===== config.mk =====
export PLATFORM = sky130hd
export DESIGN_NAME = cpu_uart_tx
export DESIGN_NICKNAME = d
export VERILOG_FILES = /design/src/rtl/cpu_uart_tx.sv
export SDC_FILE = /design/constraint.sdc
export NUM_CORES = 1
export LEC_CHECK = 0
export CORE_MARGIN = 1
export CORE_UTILIZATION = 50
export DETAILED_ROUTE_END_ITERATION = 8
export PLACE_DENSITY = 0.78
export SLEW_MARGIN = 40
export SYNTH_ARGS = -nofsm -noshare
export SYNTH_HDL_FRONTEND = slang
export SYNTH_SLANG_ARGS = --single-unit

===== constraint.sdc =====
create_clock -name clk -period 5.4 [get_ports clk]
set_input_delay 1.62 -clock clk [delete_from_list [all_inputs] [get_ports clk]]
set_output_delay 1.62 -clock clk [all_outputs]
set_load 0.02 [all_outputs]

===== src/rtl/cpu_uart_tx.sv =====
// cpu_uart_tx: memory-mapped 8N1 serial transmitter on the CPU external bus.
// DATA (BASE_ADDR) stores push bytes into a small FIFO; STATUS (BASE_ADDR+1)
// reads {ie, 3'b000, ovf, busy, empty, full} and writes ie / clears ovf.
// The FIFO is drained LSB first onto tx by a START/DATA/STOP frame engine.
module cpu_uart_tx #(
  parameter logic [15:0] BASE_ADDR  = 16'hFF00,
  parameter int          DIVISOR    = 16,
  parameter int          DEPTH_LOG2 = 2
) (
  input  logic        clk,
  input  logic        rst,
  input  logic [15:0] addr,
  input  logic [7:0]  d_in,
  output logic [7:0]  d_out,
  output logic        d_oe,
  input  logic        mem_oe,
  input  logic        mem_we,
  output logic        tx,
  output logic        irq
);

  localparam int          PW     = DEPTH_LOG2 + 1;
  localparam int          DEPTH  = 1 << DEPTH_LOG2;
  localparam logic [15:0] DIV_M1 = 16'(DIVISOR - 1);

  typedef enum logic [1:0] {
    S_IDLE  = 2'd0,
    S_START = 2'd1,
    S_DATA  = 2'd2,
    S_STOP  = 2'd3
  } state_t;

  // Bus-side capture of store strobes
  logic          we_q;
  logic          armed;
  logic          wr_ev;
  logic          wr_sel;
  logic [7:0]    wr_data;

  // FIFO and control registers
  logic [7:0]    fifo_mem [DEPTH];
  logic [PW-1:0] wr_ptr;
  logic [PW-1:0] rd_ptr;
  logic          ovf;
  logic          ie;

  // Transmit engine
  state_t        state;
  logic [7:0]    shreg;
  logic [2:0]    bit_cnt;
  logic [15:0]   baud_cnt;

  logic          hit;
  logic          empty;
  logic          full;
  logic          busy;
  logic          pop;
  logic          push_req;
  logic          push_ok;

  assign hit      = (addr[15:1] == BASE_ADDR[15:1]);
  assign empty    = (wr_ptr == rd_ptr);
  assign full     = (wr_ptr[PW-1] != rd_ptr[PW-1]) &&
                    (wr_ptr[PW-2:0] == rd_ptr[PW-2:0]);
  assign busy     = (state != S_IDLE);
  assign pop      = (state == S_IDLE) && !empty;
  assign push_req = wr_ev && !wr_sel;
  // A pop in the same cycle frees a slot, so a push into a full FIFO still lands.
  assign push_ok  = push_req && (!full || pop);
  assign irq      = ie && !full;
  assign d_oe     = hit && !mem_oe;

  // Read mux: STATUS returns flags, DATA reads as zero; no side effects.
  always_comb begin
    d_out = 8'h00;
    if (addr[0]) begin
      d_out = {ie, 3'b000, ovf, busy, empty, full};
    end else begin
      d_out = 8'h00;
    end
  end

  // Falling-edge detect of the store strobe; one registered event per strobe.
  // armed blocks the first post-reset cycle so a strobe held low across reset
  // release (we_q still at its reset value of 1) is not taken as a new write.
  always_ff @(posedge clk) begin
    if (!rst) begin
      we_q    <= 1'b1;
      armed   <= 1'b0;
      wr_ev   <= 1'b0;
      wr_sel  <= 1'b0;
      wr_data <= 8'h00;
    end else begin
      we_q    <= mem_we;
      armed   <= 1'b1;
      wr_ev   <= armed && !mem_we && we_q && hit;
      wr_sel  <= addr[0];
      wr_data <= d_in;
    end
  end

  // FIFO storage array; contents are don't-care until written.
  always_ff @(posedge clk) begin
    if (push_ok) begin
      fifo_mem[wr_ptr[PW-2:0]] <= wr_data;
    end
  end

  // FIFO pointers, overflow flag and interrupt enable.
  always_ff @(posedge clk) begin
    if (!rst) begin
      wr_ptr <= '0;
      rd_ptr <= '0;
      ovf    <= 1'b0;
      ie     <= 1'b0;
    end else begin
      if (push_ok) begin
        wr_ptr <= wr_ptr + PW'(1);
      end
      if (pop) begin
        rd_ptr <= rd_ptr + PW'(1);
      end
      if (push_req && full && !pop) begin
        ovf <= 1'b1;
      end
      if (wr_ev && wr_sel) begin
        ie <= wr_data[7];
        if (wr_data[3]) begin
          ovf <= 1'b0;
        end
      end
    end
  end

  // Frame engine: pops a byte in IDLE, then START, 8 DATA bits, STOP.
  // tx is registered from the current state, so the line lags state by one clk.
  always_ff @(posedge clk) begin
    if (!rst) begin
      state    <= S_IDLE;
      shreg    <= 8'h00;
      bit_cnt  <= 3'd0;
      baud_cnt <= 16'd0;
      tx       <= 1'b1;
    end else begin
      case (state)
        S_START: tx <= 1'b0;
        S_DATA:  tx <= shreg[0];
        default: tx <= 1'b1;
      endcase

      case (state)
        S_IDLE: begin
          if (!empty) begin
            shreg    <= fifo_mem[rd_ptr[PW-2:0]];
            baud_cnt <= DIV_M1;
            state    <= S_START;
          end
        end
        S_START: begin
          if (baud_cnt == 16'd0) begin
            baud_cnt <= DIV_M1;
            bit_cnt  <= 3'd0;
            state    <= S_DATA;
          end else begin
            baud_cnt <= baud_cnt - 16'd1;
          end
        end
        S_DATA: begin
          if (baud_cnt == 16'd0) begin
            baud_cnt <= DIV_M1;
            shreg    <= {1'b0, shreg[7:1]};
            if (bit_cnt == 3'd7) begin
              state <= S_STOP;
            end else begin
              bit_cnt <= bit_cnt + 3'd1;
            end
          end else begin
            baud_cnt <= baud_cnt - 16'd1;
          end
        end
        S_STOP: begin
          if (baud_cnt == 16'd0) begin
            state <= S_IDLE;
          end else begin
            baud_cnt <= baud_cnt - 16'd1;
          end
        end
        default: state <= S_IDLE;
      endcase
    end
  end

endmodule


* Word-level counts from Yosys, hierarchy flattened
Memory sizes are Yosys's and may differ from the RTL's. A register that Yosys moved wholly into a read port is not among the register bits.
Cells that the tools add are included.
** Word-level totals
- Register bits :: 50
- Latch bits :: 0
- Memory bits (writable) :: 32
- Bits in read-only memories :: 0
- Bits of input ports :: 28
- Output and inout port bits :: 11
- Word-level logic and storage cells :: 90
- Memories :: 1
** Memories
- fifo_mem :: words 4, width 8, rd ports 1, clocked after Yosys merged registers in 1, wr ports 1, RTL line 41 : logic [7:0] fifo_mem [DEPTH];
** Cells by class
- Add/sub/neg operators :: 4
- Multiply operators :: 0
- Div/mod/pow operators :: 0
- $lt $le $gt $ge :: 0
- Equality and inequality tests :: 15
- Shift-type cells :: 0
- Muxes and demuxes :: 27
- Bitwise logic cells :: 0
- Reductions and logical operators :: 29
** Operators with widths (number)
- 16-bit 2-to-1 mux :: 3
- 16-bit one-hot mux with 3 select lines :: 1
- 8-bit 2-to-1 mux :: 3
- 16-bit zero test :: 1
- 8-bit one-hot mux with 2 select lines :: 1
- 16-bit by 1-bit subtractor with 16-bit output, second input constant :: 1
- 15-bit equality test, second input constant :: 1
- 2-bit 2-to-1 mux :: 7
- 2-bit != test, second input constant :: 7
- 1-bit logical AND :: 12
- 3-bit by 1-bit adder with 3-bit output, second input constant :: 3
- 3-bit 2-to-1 mux :: 3
- 2-bit one-hot mux with 4 select lines :: 1
- 1-bit zero test :: 6
- 1-bit 2-to-1 mux :: 6
- 3-bit one-hot mux with 2 select lines :: 1
- 2-bit nonzero test :: 3
- 5-bit AND reduction :: 1
- 2-bit equality test, second input constant :: 2
- 4-bit AND reduction :: 1
- 3-bit equality test :: 1
- 3-bit equality test, second input constant :: 1
- 3-bit AND reduction :: 1
- 2-bit by 1-bit equality test with 1-bit output, second input constant :: 1
- 7 further kinds :: 7

* Longest topological paths before layout
- Word-level depth :: 8
- Mapped depth :: 9

* Worst setup path after synthesis
Ideal clock, no wire load.
- Path kind :: in2out
- Start point :: input port addr[3]
- End point :: output port d_oe
- Data arrival time :: 2.313 ns
- Required time :: 3.780 ns
- Slack :: 1.467 ns
- Stages on the path :: 3
- Path through :: nor4b_1 -> nand3_1 -> nor2_1
** Between the ends
- Longest elaborated chain between the ends :: 2
** Ends and longest elaborated chain
- from (decl) :: RTL line 12 : input logic [15:0] addr,
- 15-bit equality test :: RTL line 61 : assign hit = (addr[15:1] == BASE_ADDR[15:1]);
- 1-bit logical AND :: RTL line 71 : assign d_oe = hit && !mem_oe;
- to (decl) :: RTL line 15 : output logic d_oe,
No other way between the ends.

* Worst setup path after layout
Ends and elaborated chain as after synthesis.

==> summary.txt <==
Floorplanning
  • Die width: 88.3 um
  • Top-level port count: 39
  • Die Area: 7790 um^2
  • Initial Util: 0.516
  • Die height: 88.3 um
  • Row cnt: 31
  • Core Box Area: 7210 um^2

Pwr
  • Clk pwr share: 0.253
  • Leakage power: 1.59 nW
  • Sw frac: 0.344
  • NetSw: 0.600 mW
  • Maximum vdd drop: 283 uV
  • P per Cell Area: 401 nW/um^2
  • Pint: 1.14 mW
  • Combinational share of power: 0.303
  • Seq pwr share: 0.444

Logic synthesis
  • Post-synth top area share: 0.280
  • Commonest cells post-synth: dfxtp_1 (52), edfxtp_1 (32), nor2_1 (31)
  • Syn. warnings: 0
  • Distinct cells, synth: 54
  • Post-synth EDFFs: 32
  • Top cells by area, synth: dfxtp_1 (28%), edfxtp_1 (26%), mux4_2 (4.8%)
  • Synth Cell Area: 3720 um^2
  • #FFs+latches synth: 84
  • Seq/Total Area, Yosys: 0.538
  • Mean post-synth cell area: 11.3 um^2
  • Async S/R FF share, synth: 0
  • Most frequent cell after synthesis: dfxtp_1
  • Synth area leader: dfxtp_1
  • Post-synth top flop: dfxtp_1
  • Post-synthesis cell count: 329

GRT
  • First-pass GRT wire length: 10900 um
  • Total GRT Usage: 0.187
  • Grt ovf: 0
  • Largest net degree at the start of global routing: 23
  • Vias in the first global route: 2315
  • Initial antenna violation count: 0

Place
  • GP Congestion: 0.783
  • Port bufs: 35
  • DP HPWL: 4840 um
  • Worst slack, placed: 608 ps

Timing
  • Worst Tran Pin Value: 779 ps
  • Final Max Tran Viols: 0
  • Max-Slew Margin vs Limit: 0.481
  • Setup Skew: 11.0 ps
  • RSZ-0062 raised after global routing: false
  • Setup violators final: 0
  • Fin crit period: 4780 ps
  • Final Hold Viols: 0
  • Crit share post-route: 0.885
  • Final setup TNS: 0 ps
  • Maximum clock rate: 0.209 GHz
  • Final WS setup: 620 ps

CTS
  • Worst skew pair latency: 350 ps
  • Clock Pin Slew Worst Setup and Hold Paths: 90 ps
  • PostCTS Resize Cnt: 0
  • Clock root cell: clkbuf_8
  • CTS H-tree lvls: 3
  • Clock Sinks: 84
  • Setup Fix Bufs, Post-CTS: 0
  • CTS max path bufs: 2
  • CTS tree: built
  • Hold-fix buffer count after cts: 0
  • TritonCTS Buffers: 9

Critical path
  • CP top delay family: buffers and inverters
  • Crit path DAT: 3160 ps
  • CP max FO: 2
  • Cells along the critical path: clkdlybuf4s50_1 > nor4b_1 > nand3_1 > nor2_1 > clkdlybuf4s50_1
  • CP endpoint kind: output port
  • CP startpoint: addr[3]
  • Buffers & Inverters on Critical Path: 2
  • CP Class: in2out
  • CP max stage cell: clkdlybuf4s50_1
  • Max incr delay on CP: 610 ps
  • R2r startpoint: state[0]
  • Most used cell along the critical path: clkdlybuf4s50_1
  • Setup crit start kind: input pin
  • Req. time, crit path: 3780 ps

Detailed routing
  • DR pass1 iterations: 5
  • Routed len/inst: 14.8 um
  • Initial drt markers: 151
  • DRC violations left: 0
  • Final wirelength: 6870 um
  • Vias: 2545
  • Post-route ant nets: 0
  • Via/cell ratio: 5.47

Hold path
  • Min-delay src: armed
  • Hold Path Class: reg2reg

Outcome
  • Outcome: completed

Layout
  • Ant. Diodes: 0
  • Fill cell count: 584
  • Share of layout cells above drive strength 1: 0.0929
  • Layout Nets: 401
  • Area Overhead vs Synth: 16.8%

Job
  • Total of max-cap violations: 0
[metal layers]
| layer | GRT usage | part of all wire | vias to the layer above |
|---|---|---|---|
| met5 | 0 | 0 | - |
| met4 | 0.0689 | 0.017 | 0 |
| met3 | 0.0373 | 0.044 | 8 |
| met2 | 0.301 | 0.49 | 60 |
| met1 | 0.252 | 0.45 | 1208 |
| li1 | - | - | 1269 |
[tightest hold or removal path, cell delays in order (launching register included)]
cell and delay (ps):
dfxtp_1 310, nand2_1 50, nor3_1 40
[flip-flops by register name (all words and copies together), names as in the netlist, named ones only]
signal and cells:
fifo_mem 32, baud_cnt 16, shreg 8, wr_data 8, bit_cnt 3, rd_ptr 3
wr_ptr 3, state 2, armed 1, ie 1, ovf 1, tx 1
we_q 1, wr_ev 1, wr_sel 1
[power groups by stage]
stage	clock [mW]	sequential, mW	combinational, mW
after global placement	0	0.787	0.510
after CTS	0.450	0.775	0.524
after detailed placement	0	0.790	0.522
after global routing	0.480	0.785	0.575
final	0.442	0.774	0.528
after floorplan	0	0.765	0.425
[cells in the final DEF (no fill, tap or decap), drive strengths merged, types with 3 or more instances in the layout]
cell | netlist | routed
clkdlybuf4s50 | 0 | 35
inv | 12 | 16
nor2 | 31 | 31
o21ai | 5 | 5
dfxtp | 52 | 52
o21a | 3 | 3
edfxtp | 32 | 32
o22ai | 3 | 3
or3 | 4 | 4
o31ai | 10 | 10
nor3 | 10 | 10
conb | 1 | 3
mux2i | 10 | 10
xnor2 | 6 | 6
ha | 12 | 12
buf | 9 | 3
nor4 | 4 | 4
nand4 | 4 | 4
nand3 | 16 | 16
mux4 | 8 | 8
nand2b | 3 | 3
clkbuf | 10 | 10
a211o | 4 | 4
and2 | 17 | 17
nand2 | 9 | 9
a21o | 3 | 3
xor2 | 3 | 3
a21oi | 18 | 18
a22o | 3 | 3
[worst paths after layout]
path                  end  slack [ps]  depth (start not counted)
min reg2reg         wr_ev         440                          2
min                 wr_ev         440                          2
max                  d_oe         620                          5
max reg2reg  baud_cnt[12]        2770                          6
[cell families (layout without fill, tap and decap cells)]
| logic type | after synthesis | count (layout) | share of synthesized area |
|---|---|---|---|
| flip-flops | 84 | 84 | 0.538 |
| adder cells (fa/ha/maj) | 12 | 12 | 0.0403 |
| XOR/XNOR | 9 | 9 | 0.0212 |
| AO/OA/AOI/OAI | 63 | 63 | 0.123 |
| multiplexers | 18 | 18 | 0.0753 |
| AND/OR/NAND/NOR | 111 | 111 | 0.166 |
| other | 1 | 3 | 0.00101 |
| buffers and inverters | 31 | 66 | 0.0353 |
[metrics by stage]
step	utilization	instance area (um^2)	total power [mW]	instances	hold WS (ps)
2_1_floorplan	-	3730	1.19	331	400
3_3_place_gp	0.574	4140	1.30	449	429
3_5_place_dp	0.574	4140	1.31	449	432
5_1_grt	0.603	4350	1.84	465	468
4_1_cts	0.602	4340	1.75	465	441
6_report	0.603	4350	1.74	465	438
[cell type report]
class	instances	area [um^2]	area share
clock buffer	10	149	0.0342
clock inverter	6	51.3	0.0118
inverter	12	45.0	0.0104
multi-input combinational	216	1600	0.369
sequential	84	2000	0.460
tap	99	124	0.0285
timing repair buffer	38	373	0.0858
No activity file was read; power rests on OpenSTA's default activity.
